<file path="src/rtl/rt_pkg.sv">
// ----------------------------------------------------------------------------
// rt_pkg: shared state encoding and default timing constants. Rev 1.0
// ----------------------------------------------------------------------------
`default_nettype none

package rt_pkg;

  typedef enum logic [1:0] {
    S_IDLE = 2'd0,
    S_WAIT = 2'd1,
    S_GO   = 2'd2,
    S_DONE = 2'd3
  } rt_state_t;

  localparam int RAND_W          = 5;
  localparam int TICK_DIV_DEF    = 50000;
  localparam int MIN_DELAY_DEF   = 500;
  localparam int DELAY_SHIFT_DEF = 6;
  localparam int RT_W_DEF        = 12;

  // Width that holds the largest delay without truncation.
  function automatic int delay_width(input int min_delay, input int shift);
    return $clog2(min_delay + (((1 << RAND_W) - 1) << shift) + 1);
  endfunction

endpackage

`default_nettype wire

</file>
<file path="src/rtl/reaction_timer_if.sv">
// ----------------------------------------------------------------------------
// reaction_timer_if: game-side control/result bundle of the reaction timer. Rev 1.0
// ----------------------------------------------------------------------------
`default_nettype none

interface reaction_timer_if
  import rt_pkg::*;
#(
  parameter int RT_W = RT_W_DEF
) ();

  logic [RAND_W-1:0] rand_in;
  logic              rand_freeze;
  logic              start;
  logic              abort;
  logic              btn;
  logic              busy;
  logic              go;
  logic              done;
  logic              early;
  logic              timeout;
  logic [RT_W-1:0]   reaction;

  modport master (
    output rand_in, start, abort, btn,
    input  rand_freeze, busy, go, done, early, timeout, reaction
  );

  modport slave (
    input  rand_in, start, abort, btn,
    output rand_freeze, busy, go, done, early, timeout, reaction
  );

endinterface

`default_nettype wire

</file>
<file path="src/rtl/tick_prescaler.sv">
// ----------------------------------------------------------------------------
// tick_prescaler: counts 0..TICK_DIV-1, pulses tick on the terminal count. Rev 1.0
// ----------------------------------------------------------------------------
`default_nettype none

module tick_prescaler #(
  parameter int TICK_DIV = 50000
) (
  input  logic clk,
  input  logic rst,
  input  logic clr,
  output logic tick
);

  localparam int               CNT_W = (TICK_DIV > 1) ? $clog2(TICK_DIV) : 1;
  localparam logic [CNT_W-1:0] LAST  = CNT_W'(TICK_DIV - 1);

  logic [CNT_W-1:0] cnt;

  always_ff @(posedge clk or negedge rst) begin
    if (!rst) begin
      cnt <= '0;
    end else if (clr || (cnt == LAST)) begin
      cnt <= '0;
    end else begin
      cnt <= cnt + 1'b1;
    end
  end

  assign tick = (cnt == LAST);

endmodule

`default_nettype wire

</file>
<file path="src/rtl/reaction_timer.sv">
// ----------------------------------------------------------------------------
// reaction_timer: random pre-GO delay, then reaction measurement in ticks. Rev 1.0
// ----------------------------------------------------------------------------
`default_nettype none

module reaction_timer
  import rt_pkg::*;
#(
  parameter int TICK_DIV    = TICK_DIV_DEF,
  parameter int MIN_DELAY   = MIN_DELAY_DEF,
  parameter int DELAY_SHIFT = DELAY_SHIFT_DEF,
  parameter int RT_W        = RT_W_DEF
) (
  input  logic             clk,
  input  logic             rst,
  reaction_timer_if.slave  bus
);

  localparam int              DLY_W   = delay_width(MIN_DELAY, DELAY_SHIFT);
  localparam logic [RT_W-1:0] RT_MAX  = '1;
  localparam logic [RT_W-1:0] RT_LAST = RT_MAX - 1'b1;

  rt_state_t        state;
  rt_state_t        state_nx;
  logic [DLY_W-1:0] delay;
  logic [RT_W-1:0]  reaction;
  logic             early;
  logic             timeout;
  logic             btn_q;
  logic             tick;
  logic             press;
  logic             accept;
  logic             busy;
  logic             go;
  logic             done;

  // Prescaler is held at zero between rounds so the first tick lands TICK_DIV
  // cycles after start.
  tick_prescaler #(
    .TICK_DIV (TICK_DIV)
  ) u_prescaler (
    .clk  (clk),
    .rst  (rst),
    .clr  (state == S_IDLE),
    .tick (tick)
  );

  assign press  = bus.btn & ~btn_q;
  assign accept = (state == S_IDLE) & bus.start & ~bus.abort;

  always_ff @(posedge clk or negedge rst) begin
    if (!rst) begin
      state <= S_IDLE;
    end else begin
      state <= state_nx;
    end
  end

  always_comb begin
    state_nx = state;
    busy     = 1'b0;
    go       = 1'b0;
    done     = 1'b0;
    case (state)
      S_IDLE: begin
        if (bus.start) state_nx = S_WAIT;
      end
      S_WAIT: begin
        busy = 1'b1;
        if (press) begin
          state_nx = S_DONE;
        end else if (tick && (delay <= DLY_W'(1))) begin
          state_nx = S_GO;
        end
      end
      S_GO: begin
        busy = 1'b1;
        go   = 1'b1;
        if (press || (tick && (reaction == RT_LAST))) state_nx = S_DONE;
      end
      S_DONE: begin
        done     = 1'b1;
        state_nx = S_IDLE;
      end
      default: state_nx = S_IDLE;
    endcase
    if (bus.abort) state_nx = S_IDLE;
  end

  // Results only change on an accepted start or inside a round; abort freezes them.
  always_ff @(posedge clk or negedge rst) begin
    if (!rst) begin
      btn_q    <= 1'b0;
      delay    <= '0;
      reaction <= '0;
      early    <= 1'b0;
      timeout  <= 1'b0;
    end else begin
      btn_q <= bus.btn;
      if (accept) begin
        delay    <= DLY_W'(MIN_DELAY) + (DLY_W'(bus.rand_in) << DELAY_SHIFT);
        reaction <= '0;
        early    <= 1'b0;
        timeout  <= 1'b0;
      end else if (!bus.abort) begin
        case (state)
          S_WAIT: begin
            if (press) begin
              early    <= 1'b1;
              reaction <= '0;
            end else if (tick) begin
              delay <= delay - 1'b1;
            end
          end
          S_GO: begin
            if (!press && tick && (reaction != RT_MAX)) begin
              reaction <= reaction + 1'b1;
              if (reaction == RT_LAST) timeout <= 1'b1;
            end
          end
          default: ;
        endcase
      end
    end
  end

  assign bus.rand_freeze = (state != S_IDLE);
  assign bus.busy        = busy;
  assign bus.go          = go;
  assign bus.done        = done;
  assign bus.early       = early;
  assign bus.timeout     = timeout;
  assign bus.reaction    = reaction;

endmodule

`default_nettype wire

</file>
<file path="src/flat_wrapper.sv">
// flat-port wrapper written by rule: the top's interface ports become plain ports
module reaction_timer_flat import rt_pkg::*;
#(
  parameter int TICK_DIV    = TICK_DIV_DEF,
  parameter int MIN_DELAY   = MIN_DELAY_DEF,
  parameter int DELAY_SHIFT = DELAY_SHIFT_DEF,
  parameter int RT_W        = RT_W_DEF
)
  (clk, rst, bus_rand_in, bus_start, bus_abort, bus_btn, bus_rand_freeze, bus_busy, bus_go, bus_done, bus_early, bus_timeout, bus_reaction);
  reaction_timer_if #(.RT_W(RT_W)) bus_i ();
  input  logic clk;
  input  logic rst;
  input wire logic [$bits(bus_i.rand_in)-1:0] bus_rand_in;
  input wire logic [$bits(bus_i.start)-1:0] bus_start;
  input wire logic [$bits(bus_i.abort)-1:0] bus_abort;
  input wire logic [$bits(bus_i.btn)-1:0] bus_btn;
  output wire logic [$bits(bus_i.rand_freeze)-1:0] bus_rand_freeze;
  output wire logic [$bits(bus_i.busy)-1:0] bus_busy;
  output wire logic [$bits(bus_i.go)-1:0] bus_go;
  output wire logic [$bits(bus_i.done)-1:0] bus_done;
  output wire logic [$bits(bus_i.early)-1:0] bus_early;
  output wire logic [$bits(bus_i.timeout)-1:0] bus_timeout;
  output wire logic [$bits(bus_i.reaction)-1:0] bus_reaction;
  assign bus_i.rand_in = bus_rand_in;
  assign bus_i.start = bus_start;
  assign bus_i.abort = bus_abort;
  assign bus_i.btn = bus_btn;
  assign bus_rand_freeze = bus_i.rand_freeze;
  assign bus_busy = bus_i.busy;
  assign bus_go = bus_i.go;
  assign bus_done = bus_i.done;
  assign bus_early = bus_i.early;
  assign bus_timeout = bus_i.timeout;
  assign bus_reaction = bus_i.reaction;
  reaction_timer #(.TICK_DIV(TICK_DIV), .MIN_DELAY(MIN_DELAY), .DELAY_SHIFT(DELAY_SHIFT), .RT_W(RT_W)) u_core (.clk(clk), .rst(rst), .bus(bus_i));
endmodule
</file>
<file path="config.mk">
export PLATFORM = sky130hd
export DESIGN_NAME = reaction_timer_flat
export DESIGN_NICKNAME = d
export VERILOG_FILES = /design/src/rtl/rt_pkg.sv /design/src/rtl/reaction_timer_if.sv /design/src/rtl/tick_prescaler.sv /design/src/rtl/reaction_timer.sv /design/src/flat_wrapper.sv
export SDC_FILE = /design/constraint.sdc
export NUM_CORES = 1
export LEC_CHECK = 0
export ABC_CLOCK_PERIOD_IN_PS = 6500
export BUFFER_PORTS_ARGS = -buffer_cell sky130_fd_sc_hd__buf_2
export CAP_MARGIN = 20
export CORE_ASPECT_RATIO = 1.5
export CORE_UTILIZATION = 45
export CTS_BUF_LIST = sky130_fd_sc_hd__clkbuf_16
export DETAILED_ROUTE_END_ITERATION = 8
export HOLD_SLACK_MARGIN = 0.08
export PLACE_DENSITY_LB_ADDON = 0.15
export SLEW_MARGIN = 20
export SYNTH_ARGS = -nofsm -noshare
export SYNTH_HDL_FRONTEND = slang
export SYNTH_HIERARCHICAL = 1
export SYNTH_SLANG_ARGS = --single-unit
</file>
<file path="constraint.sdc">
create_clock -name clk -period 6.5 [get_ports clk]
set_clock_uncertainty 0.1 [all_clocks]
set_input_delay 0.325 -clock clk [delete_from_list [all_inputs] [get_ports clk]]
set_output_delay 0.325 -clock clk [all_outputs]
set_load 0.02 [all_outputs]
</file>
* Word-level counts from Yosys, hierarchy flattened
Cells that the tools add are included.
** Operators by class
- $add $sub $neg :: 4
- Magnitude comparators :: 1
- Equality and inequality tests :: 13
- Multiplexer cells :: 29
- Bitwise gates (word level) :: 5
- Reductions and logical operators :: 22
** Operators by type and width (count)
- 12-bit two-way mux :: 9
- 12-bit one-hot mux with 2 select lines :: 1
- 16-bit by 1-bit adder with 16-bit output, second input constant :: 1
- 16-bit == test, second input constant :: 1
- 16-bit two-way mux :: 1
- 2-bit nonzero test :: 7
- 12-bit by 1-bit adder with 12-bit output, second input constant :: 1
- 9-bit by 11-bit adder with 12-bit output, first input constant :: 1
- 12-bit == test, second input constant :: 1
- 12-bit by 1-bit <= comparator with 1-bit output, second input constant :: 1
- 1-bit two-way mux :: 12
- 12-bit inequality test, second input constant :: 1
- 4-bit AND reduction :: 3
- 12-bit by 1-bit subtractor with 12-bit output, second input constant :: 1
- 2-bit two-way mux :: 5
- 2-bit one-hot mux with 4 select lines :: 1
- 3-bit by 1-bit inequality test with 1-bit output, second input constant :: 2
- 3-bit AND reduction :: 2
- 2-bit == test, second input constant :: 2
- 1-bit logical AND :: 4
- 4-bit by 2-bit inequality test with 1-bit output, second input constant :: 1
- 1-bit bitwise AND :: 3
- 3-bit by 2-bit inequality test with 1-bit output, second input constant :: 1
- 3-bit inequality test, second input constant :: 1
- other kinds (9) :: 11
** Word-level totals
- Flip-flop bits (word level) :: 45
- Bits of input ports :: 10
- Logic and storage cells :: 81

* Longest topological paths before layout
Gate-level depths: netlist of the first run.
- Word-level depth :: 9
- Gate-level depth with buffers :: 9
- Mapped depth without buffers :: 8

* Hierarchy
Netlist of the first run, hierarchy kept.
** By module, submodules not included
- reaction_timer :: instances 1, cells each 192, area each 1801.7 um2, sequential area each 725.7 um2
- tick_prescaler :: instances 1, cells each 80, area each 792.0 um2, sequential area each 400.4 um2

* Worst setup path before layout of the first run
OpenSTA, ideal clock, no wires.
- Path type :: register -> register
- Start point :: reg u_core.u_prescaler.cnt[4]
- End point :: reg u_core.state[0]
- Setup time :: 121 ps
- Arrival time :: 2396 ps
- Data required time :: 6279 ps
- Path slack :: 3883 ps
- Stages on the path, launching flop included :: 8
- Period minus slack after synthesis :: 2617 ps
- Cells stage by stage :: dfrtp_1 > or4b_1 > nor4_2 > nor2b_1 > o21ai_0 > o311a_1 > or3_4 > o22a_1
** Between the ends
- Longest elaborated chain between the ends :: 5
** Ends and longest elaborated chain
- start: declaration :: line tick_prescaler.sv:18 : logic [CNT_W-1:0] cnt;
- start signal: assignment :: line tick_prescaler.sv:26 : cnt <= cnt + 1'b1;
- 16-bit == test (*) :: line tick_prescaler.sv:30 : assign tick = (cnt == LAST);
- via u_core.tick :: line reaction_timer.sv:30 : logic tick;
- 1-bit logical AND :: line reaction_timer.sv:79 : if (press || (tick && (reaction == RT_LAST))) state_nx = S_DONE;
- 1-bit logical OR :: line reaction_timer.sv:79
- 3-bit by 2-bit inequality test with 1-bit output (no line)
- 3-bit AND reduction (no line) (*)
- end signal: assignment :: line reaction_timer.sv:55 : state <= state_nx;
- end: declaration :: line reaction_timer.sv:23 : rt_state_t state;
Mark *: on every way through the listed nets, which the timed path passes. The rest lies on a longest branch.
A chain may end at the register's enable or synchronous reset.

* Final worst setup path of the first run
- Start point :: reg u_core.u_prescaler.cnt[10]
- End point :: reg u_core.reaction[9] (netlist: u_core/bus.reaction[9])
** Between the ends
- Longest elaborated chain between the ends :: 5
** Ends and longest elaborated chain
- 16-bit == test :: line tick_prescaler.sv:30
- via u_core.tick :: line reaction_timer.sv:30
- 1-bit logical AND (2 in a row) :: line reaction_timer.sv:116 : if (!press && tick && (reaction != RT_MAX)) begin
- 3-bit by 1-bit inequality test with 1-bit output (no line)
- 4-bit AND reduction (no line)
- end signal: assignment :: line reaction_timer.sv:117 : reaction <= reaction + 1'b1;
- end: declaration :: line reaction_timer.sv:26 : logic [RT_W-1:0] reaction;
The timed path passes the listed nets, and every way through them passes these cells.

==> results of run 1 <==
placed cells by master (no fill, tap or decap), drive strengths merged, types with 8 or more instances in the layout:
cell type and instances:
xnor2 23, ha 11, nor4 9, o31ai 8, inv 16, o21ai 10, nor2 30, nand2 15
dfrtp 45, buf 28, nor3 10, a21oi 11
cell usage after synthesis, drive strengths merged:
| master | n |
|---|---|
| dfrtp | 45 |
| nor2 | 30 |
| xnor2 | 23 |
| inv | 15 |
| nand2 | 15 |
| a21oi | 11 |
| ha | 11 |
| nor3 | 10 |
| o21ai | 10 |
| nor4 | 9 |
| o31ai | 8 |
| nand3 | 7 |
| nand4 | 7 |
| or4 | 7 |
| nand2b | 6 |
| or3 | 6 |
| clkbuf | 5 |
| xor2 | 5 |
| buf | 4 |
| mux2i | 4 |
| a31oi | 3 |
| nor2b | 3 |
| nor3b | 3 |
| a21o | 2 |
| and3 | 2 |
| nand3b | 2 |
| nand4b | 2 |
| o41ai | 2 |
| or2 | 2 |
| or4b | 2 |
| a2111oi | 1 |
| a211oi | 1 |
| a21boi | 1 |
| a22o | 1 |
| a311oi | 1 |
| and4 | 1 |
| o2111ai | 1 |
| o21ba | 1 |
| o22a | 1 |
| o311a | 1 |
| o311ai | 1 |
power groups by stage:
stage | combinational, mW | clock (mW) | sequential, mW
final | 0.253 | 0.277 | 0.361
after global routing | 0.286 | 0.297 | 0.368
after CTS | 0.256 | 0.283 | 0.361
after detailed placement | 0.254 | 0 | 0.366
after global placement | 0.251 | 0 | 0.365
after floorplan | 0.193 | 0 | 0.366
layout make-up:
class / count / share of cell area, %
multi-input combinational: 203 / 46.23
timing repair buffer: 29 / 5.254
clock inverter: 3 / 1.271
clock buffer: 5 / 4.237
sequential: 45 / 38.14
tap: 70 / 2.966
inverter: 15 / 1.907
how the worst min path moves through the flow:
stage,start,endpoint,slack [ps],cells past startpoint
after floorplan,rst,u_core/btn_q$_DFF_PN0_,-70,0
after global placement,u_core/u_prescaler/cnt[0]$_DFF_PN0_,u_core/u_prescaler/cnt[0]$_DFF_PN0_,370,1
after detailed placement,u_core/u_prescaler/cnt[0]$_DFF_PN0_,u_core/u_prescaler/cnt[0]$_DFF_PN0_,380,1
after CTS,bus_btn,u_core/btn_q$_DFF_PN0_,90,1
after global routing,bus_btn,u_core/btn_q$_DFF_PN0_,110,1
final,bus_btn,u_core/btn_q$_DFF_PN0_,100,1
per-stage QoR:
| stage | worst slack (ps) | utilization [%] | hold slack (ps) | instances |
|---|---|---|---|---|
| 6_report | 3594 | 53.77 | 101.7 | 370 |
| 3_5_place_dp | 3632 | 50.49 | 380.0 | 361 |
| 2_1_floorplan | 3883 | - | -70.59 | 272 |
| 3_3_place_gp | 3697 | 50.49 | 365.2 | 361 |
| 4_1_cts | 3604 | 53.45 | 94.57 | 369 |
| 5_1_grt | 3286 | 53.77 | 111.3 | 370 |
kinds of logic after synthesis:
logic type / count (synthesis) / synth area share, %
and+or+nand+nor: 114 / 24.41
adders and majority gates: 11 / 5.306
muxes: 4 / 1.544
xor gates and xnor gates: 28 / 9.455
DFF: 45 / 43.42
buffers and inverters: 24 / 4.148
AOI/OAI and AO/OA: 46 / 11.72
layer usage:
layer	up-vias	track usage, %	wire, um
li1	1024	-	-
met5	-	0	0
met2	41	37.94	2977
met1	1016	23.76	2381
met3	9	3.019	139
met4	0	5.114	94
sequential cells by signal, indices dropped and copies added (netlist names):
signal,flops
u_core/delay,12
u_core/u_prescaler/cnt,16
u_core/state,2
u_core/bus.early,1
u_core/bus.reaction,12
u_core/btn_q,1
u_core/bus.timeout,1
worst max-delay path, cell delays in order, from the launching register on:
cell     delay [ps]
dfrtp_1         400
or4b_1          560
nor4_2          510
nand2_1         170
o21ba_2         390
or4_1           550
a21oi_1         150
timing repair:
item	4_1_cts	5_1_grt
hold buffers	0	1
hold endpoints to repair	0	45
endpoints found under the setup margin	0	0
==> out/metrics.csv, run 1 <==
metric;value;unit
outcome;finished clean;
Tmin final;2906;ps
CORE AREA;5492;sq um
Ys Warns;6;
Clk pin slew, worst setup/hold paths;60;ps
Slew @ Worst Pin;687.4;ps
Max Cap Viol;0;
Ports;28;
flop-to-flop setup slack;3590;ps
RSZ-0062 raised after global routing;no;
Avg WL per Cell;15.12;um
P_sw;0.3019;mW
worst reg2reg path startpoint;u_core/u_prescaler/cnt[10]$_DFF_PN0_;
peak supply drop;0.1404;mV
Worst EP required;6600;ps
Post-Route WL;5.594;mm
largest net degree at the start of global routing;46;
Clk network pwr share;31.1;%
initial antenna violation count;0;
critical path launch point;u_core/u_prescaler/cnt[10]$_DFF_PN0_;
sequential-to-total area share from yosys stat;43.42;%
Worst Setup Start Kind;register;
routed via count;2090;
Final Instance Area;2953;sq um
CP max FO;23;
largest cells by area after synthesis;dfrtp_1 (43%), xnor2_1 (7.8%), ha_1 (5.3%), nor2_1 (4.3%), o31ai_1 (2.3%);
multi-input logic area;1365;sq um
syn_nets;293;
min-delay worst type;in -> reg;
CTS resizes;0;
Final period util;44.71;%
Fmax achieved;0.3441;GHz
clk sinks;45;
CTS Buf Count;5;
post-synthesis instance area;2594;sq um
# rows;33;
CTS tree;built;
CTS Root Cell;clkbuf_16;
setup tns final;0;ps
Pwr Total;0.8919;mW
dpl hpwl;4.007;mm
DR iter-0 viols;91;
Final Hold Viols;0;
FF-to-FF path depth;6;
H-Tree Depth;2;
total grt overflow;0;
total internal power;0.5900;mW
Slew Viols, Final;0;
syn avg cell area;9.536;sq um
largest area contributor in the netlist;dfrtp_1;
die width;63.99;um
Initial Util;47.23;%
vias in the first global route;2055;
Final setup viols;0;
Initial DRT Pass Iterations;4;
Yosys reg bits;45;
GP Congestion;0.8193;
Comb power frac;28.4;%
die area;6078;sq um
placed cell areas;2773;sq um
switching fraction of total power;33.85;%
Pwr per Cell Area;302.0;nW/um^2
first-pass GRT wire length;9.556;mm
P_leak;1.209;nW
Clock Latency Late Sink;280;ps
Gate Count Post-Synth;272;
port bufs;27;
CP endpoint;u_core/bus.reaction[9]$_DFFE_PN0P_;
Synth-to-Final Area Change;13.84;%
Remaining DRCs;0;
Final Net Count;320;
part of the power in registers;40.5;%
post-route ant nets;0;
CP arrival;3010;ps
vias per std cell;5.649;
number of fill cells;525;
Setup CP Type;reg -> reg;
Clock Path Buffers;2;
Reg-to-Reg End;u_core/bus.reaction[9]$_DFFE_PN0P_;
register area;1126;sq um
Cell variety after synth;48;
chip height;94.98;um
ratio of cells with drive above 1 in the final layout;14.00;%
Rel. slew slack;53.90;%
Global Route Usage Sum;20.26;%
Setup Buffers After CTS;0;
CP Capture Type;register;
Synth top area share;43.42;%
antenna cell count;0;
No activity file was read; power rests on OpenSTA's default activity.
==> run 2: changes to the inputs <==
--- a/config.mk
+++ b/config.mk
@@ -5,7 +5,7 @@
 export SDC_FILE = /design/constraint.sdc
 export NUM_CORES = 1
 export LEC_CHECK = 0
-export ABC_CLOCK_PERIOD_IN_PS = 6500
+export ABC_CLOCK_PERIOD_IN_PS = 2400
 export BUFFER_PORTS_ARGS = -buffer_cell sky130_fd_sc_hd__buf_2
 export CAP_MARGIN = 20
 export CORE_ASPECT_RATIO = 1.5
==> constraint.sdc (replaced) <==
create_clock -name clk -period 2.4 [get_ports clk]
set_clock_uncertainty 0.1 [all_clocks]
set_input_delay 0.12 -clock clk [delete_from_list [all_inputs] [get_ports clk]]
set_output_delay 0.12 -clock clk [all_outputs]
set_load 0.02 [all_outputs]
==> out/metrics.csv, run 2 (synthesized netlist as in run 1, its figures left out) <==
metric;value;unit
Initial Util;47.23;%
# rows;33;
CTS Root Cell;clkbuf_16;
number of fill cells;470;
DR iter-0 viols;60;
Slowest-stage cell, CP;or4b_4;
Pwr Total;2.640;mW
initial antenna violation count;0;
dpl hpwl;4.370;mm
clk sinks;45;
Initial DRT Pass Iterations;4;
outcome;complete, but fails checks;
slack of the critical path;-191.0;ps
P_leak;1.474;nW
Setup CP Type;reg -> reg;
max reg flops;16;
Clk pin slew, worst setup/hold paths;60;ps
largest net degree at the start of global routing;32;
Global Route Usage Sum;22.38;%
Clock Path Buffers;2;
Rel. slew slack;44.82;%
Reg with most FFs;u_core/u_prescaler/cnt;
GP Congestion;0.7699;
RSZ-0062 raised after global routing;yes;
die area;6078;sq um
biggest regs;u_core/u_prescaler/cnt: 16 flops, u_core/bus.reaction: 12 flops, u_core/delay: 12 flops;
antenna cell count;0;
most common cell after layout, fill and taps aside;dfrtp_1;
slowest cell delay on critical path;540;ps
Pwr per Cell Area;765.3;nW/um^2
failing checks;negative setup slack;
vias in the first global route;2203;
ratio of cells with drive above 1 in the final layout;30.68;%
Fmax achieved;0.3860;GHz
Final Hold Viols;0;
CTS Buf Count;5;
post-route ant nets;0;
Clock Latency Late Sink;290;ps
Synth-to-Final Area Change;33.00;%
CTS tree;built;
Ports;28;
vias per std cell;5.467;
Tmin final;2591;ps
Final period util;108.0;%
Slew Viols, Final;0;
first-pass GRT wire length;10.28;mm
total grt overflow;0;
routed via count;2236;
port bufs;27;
crit-path cells;or4b_4 > nor4_4 > nor2b_2 > o21ai_1 > o311a_1 > or3_4 > o22a_1;
H-Tree Depth;2;
Final Net Count;359;
CP max FO;3;
peak supply drop;0.4204;mV
die width;63.99;um
most frequent cells in the layout;dfrtp_1 (45), buf_4 (32), nor2_1 (28);
Final setup viols;10;
Worst EP required;2470;ps
Avg WL per Cell;15.46;um
CP Capture Type;register;
chip height;94.98;um
CP arrival;2670;ps
Max Cap Viol;0;
min-delay worst type;in -> reg;
final core utilization;62.82;%
CORE AREA;5492;sq um
Worst Setup Start Kind;register;
Slew @ Worst Pin;822.8;ps
Remaining DRCs;0;
Post-Route WL;6.322;mm
run 2: path summary, 6_finish.rpt:
kind,cells after the start,endpoint,slack [ps],startpoint
setup / recovery,7,u_core/state[0]$_DFFE_PN0P_,-190,u_core/u_prescaler/cnt[10]$_DFF_PN0_
hold / removal,4,u_core/delay[9]$_DFFE_PN0P_,80,bus_rand_in[3]
setup reg to reg,7,u_core/state[0]$_DFFE_PN0P_,-190,u_core/u_prescaler/cnt[10]$_DFF_PN0_
hold reg to reg,2,u_core/bus.timeout$_DFFE_PN0P_,420,u_core/bus.timeout$_DFFE_PN0P_
max in group asynchronous,3,u_core/delay[3]$_DFFE_PN0P_,1320,rst
min in group asynchronous,2,u_core/u_prescaler/cnt[3]$_DFF_PN0_,160,rst
run 2: where the power goes:
part / switching (mW) / internal, mW
registers: 0.117 / 0.867
logic: 0.522 / 0.372
clock network: 0.279 / 0.484
total: 0.918 / 1.72
run 2: critical path, delay by kind of cell, from the launching register on:
family | cells | cell delay [ps]
and+or+nand+nor | 4 | 1410
AOI/OAI and AO/OA | 3 | 590
DFF | 1 | 370
run 2: repair_timing:
| item | CTS | global route |
|---|---|---|
| setup endpoints to repair | 14 | 25 |
| pin swaps | 13 | 16 |
| resized for setup | 7 | 33 |
| hold buffers | 5 | 0 |
| hold endpoints to repair | 18 | 0 |
| gates cloned | 1 | 0 |
| setup buffers | 6 | 3 |
run 2: routing by layer:
layer,track usage (%),up-vias,wire length [um]
li1,-,1100,-
met1,24.58,1095,2475
met4,8.902,0,154
met3,2.657,12,109
met2,42.82,29,3583
met5,0,-,0
run 2: through the flow:
step	setup WS [ps]	hold slack (ps)	cell area [sq um]	instances	TNS [ps]
CTS	-193.5	82.86	3301	409	-641.6
finish	-191.0	77.76	3450	409	-574.4
global placement	-170.5	-56.35	3002	389	-726.6
detailed placement	-229.5	-54.22	3002	389	-1308
global route	-285.6	108.4	3450	409	-1863
floorplan	-107.1	-275.6	2625	272	-272.8
run 2: cell type report:
cell class,instances,area (sq um),share of cell area (%)
clock buffer,5,125.1,3.627
inverter,15,56.30,1.632
multi-input combinational,204,1558,45.16
timing repair buffer,67,459.2,13.31
sequential,45,1126,32.64
tap,70,87.58,2.539
clock inverter,3,37.54,1.088
==> run 3: changes to the inputs <==
--- a/config.mk
+++ b/config.mk
@@ -5,7 +5,7 @@
 export SDC_FILE = /design/constraint.sdc
 export NUM_CORES = 1
 export LEC_CHECK = 0
-export ABC_CLOCK_PERIOD_IN_PS = 2400
+export ABC_CLOCK_PERIOD_IN_PS = 3200
 export BUFFER_PORTS_ARGS = -buffer_cell sky130_fd_sc_hd__buf_2
 export CAP_MARGIN = 20
 export CORE_ASPECT_RATIO = 1.5
==> constraint.sdc (replaced) <==
create_clock -name clk -period 3.2 [get_ports clk]
set_clock_uncertainty 0.1 [all_clocks]
set_input_delay 0.16 -clock clk [delete_from_list [all_inputs] [get_ports clk]]
set_output_delay 0.16 -clock clk [all_outputs]
set_load 0.02 [all_outputs]
==> out/metrics.csv, run 3 (synthesized netlist as in run 1, its figures left out) <==
metric;value;unit
P_leak;1.229;nW
Final Net Count;326;
hold worst-path end;u_core/delay[10]$_DFFE_PN0P_;
Tmin final;2684;ps
Initial Util;47.23;%
post-route ant nets;0;
clk sinks;45;
port bufs;27;
Reg-to-Reg End;u_core/state[0]$_DFFE_PN0P_;
Max Cap Viol;0;
Worst EP required;3270;ps
Worst Setup Start Kind;register;
Pwr per Cell Area;586.3;nW/um^2
Comb power frac;30.0;%
setup tns final;0;ps
antenna cell count;0;
most frequent cells in the layout;dfrtp_1 (45), nor2_1 (30), buf_2 (26);
Setup CP Type;reg -> reg;
Post-Route WL;5.801;mm
ratio of cells with drive above 1 in the final layout;14.38;%
peak supply drop;0.2880;mV
register area;1126;sq um
largest net degree at the start of global routing;46;
CP arrival;2750;ps
slowest cell delay on critical path;540;ps
min-delay worst type;in -> reg;
Slew Viols, Final;0;
final core utilization;54.11;%
H-Tree Depth;2;
Rel. slew slack;56.48;%
CTS resizes;0;
chip height;94.98;um
first-pass GRT wire length;9.798;mm
Inst Count DP;365;
P_sw;0.6187;mW
crit-path cells;or4b_1 > nor4_2 > buf_4 > nor2b_1 > o21ai_0 > o311a_1 > or3_4 > o22a_1;
Worst path top cell family by delay;simple AND/OR/NAND/NOR gates;
fin cells;376;
flop-to-flop setup slack;520;ps
max reg flops;16;
Initial DRT Pass Iterations;4;
biggest regs;u_core/u_prescaler/cnt: 16 flops, u_core/bus.reaction: 12 flops, u_core/delay: 12 flops;
total internal power;1.124;mW
die area;6078;sq um
multi-input logic area;1360;sq um
Final period util;83.86;%
CTS tree;built;
hold_buf cts;3;
Clock Path Buffers;2;
Clk network pwr share;27.7;%
Fmax achieved;0.3726;GHz
CP Capture Type;register;
most common cell after layout, fill and taps aside;dfrtp_1;
total grt overflow;0;
Final Hold Viols;0;
FF-to-FF path depth;8;
routed via count;2100;
dpl hpwl;4.122;mm
CP max FO;6;
CTS Buf Count;5;
DR iter-0 viols;82;
# rows;33;
switching fraction of total power;35.51;%
Ports;28;
vias in the first global route;2039;
number of fill cells;512;
worst path bufs/invs;1;
die width;63.99;um
Final setup viols;0;
CORE AREA;5492;sq um
Avg WL per Cell;15.43;um
worst reg2reg path startpoint;u_core/u_prescaler/cnt[4]$_DFF_PN0_;
vias per std cell;5.585;
Synth-to-Final Area Change;14.57;%
CTS Root Cell;clkbuf_16;
hold depth;4;
RSZ-0062 raised after global routing;no;
Clock Latency Late Sink;280;ps
initial antenna violation count;0;
Global Route Usage Sum;21.11;%
Slowest-stage cell, CP;or4b_1;
Remaining DRCs;0;
Reg with most FFs;u_core/u_prescaler/cnt;
outcome;finished clean;
Slew @ Worst Pin;650.4;ps
part of the power in registers;42.3;%
Setup Buffers After CTS;0;
Clk pin slew, worst setup/hold paths;60;ps
HP Start;bus_rand_in[4];
GP Congestion;0.7959;
run 3: cell count changes in the layout (fill, tap and decap cells not counted), moves of 4 or more:
| cell | change |
|---|---|
| buf_4 | -26 |
| a21oi_1 | +4 |
| or4_4 | -4 |
| o21ai_0 | +4 |
| a21oi_2 | -4 |
| o31ai_1 | +5 |
| or4_1 | +4 |
run 3: worst register-to-register path: cells and delay by family (launching register included):
kind / cells / cell delay, ps
AOI/OAI and AO/OA: 3 / 600
buffers and inverters: 1 / 180
DFF: 1 / 400
and+or+nand+nor: 4 / 1300
run 3: area by class of cell:
class | count | share of cell area, %
timing repair buffer | 35 | 6.905
clock buffer | 5 | 4.211
inverter | 15 | 1.895
sequential | 45 | 37.89
multi-input combinational | 203 | 45.77
tap | 70 | 2.947
clock inverter | 3 | 0.3789
run 3: metal layers:
metal  share of wire (%)  up-vias  track usage [%]
li1                    -     1038                -
met1                  44     1016            25.38
met2                  51       33            37.41
met3                 2.6       13            3.502
met4                 2.2        0            7.765
met5                   0        -                0
run 3: how the worst max path moves through the flow:
stage	cells past startpoint	end	start	slack, ps
after detailed placement	8	u_core/state[0]$_DFFE_PN0P_	u_core/u_prescaler/cnt[4]$_DFF_PN0_	520
after global routing	8	u_core/state[0]$_DFFE_PN0P_	u_core/u_prescaler/cnt[5]$_DFF_PN0_	330
after CTS	8	u_core/state[0]$_DFFE_PN0P_	u_core/u_prescaler/cnt[4]$_DFF_PN0_	500
final	8	u_core/state[0]$_DFFE_PN0P_	u_core/u_prescaler/cnt[4]$_DFF_PN0_	520
after global placement	8	u_core/state[0]$_DFFE_PN0P_	u_core/u_prescaler/cnt[4]$_DFF_PN0_	540
after floorplan	7	u_core/state[0]$_DFFE_PN0P_	u_core/u_prescaler/cnt[4]$_DFF_PN0_	580
run 3: through the flow:
stage          power (mW)  instance area [sq um]  setup WS (ps)  hold slack [ps]
6_report            1.742                   2972          516.5            94.73
5_1_grt             1.857                   2972          331.4            103.4
4_1_cts             1.760                   2969          495.4            94.93
3_5_place_dp        1.270                   2803          518.6            226.4
2_1_floorplan       1.136                   2594          582.7           -235.6
3_3_place_gp        1.258                   2803          539.6            219.1
run 3: power groups by stage:
stage	logic [mW]	registers [mW]	clock network, mW
2_1_floorplan	0.393	0.744	0
3_3_place_gp	0.514	0.744	0
3_5_place_dp	0.525	0.745	0
4_1_cts	0.530	0.736	0.494
5_1_grt	0.587	0.749	0.521
6_report	0.522	0.737	0.483
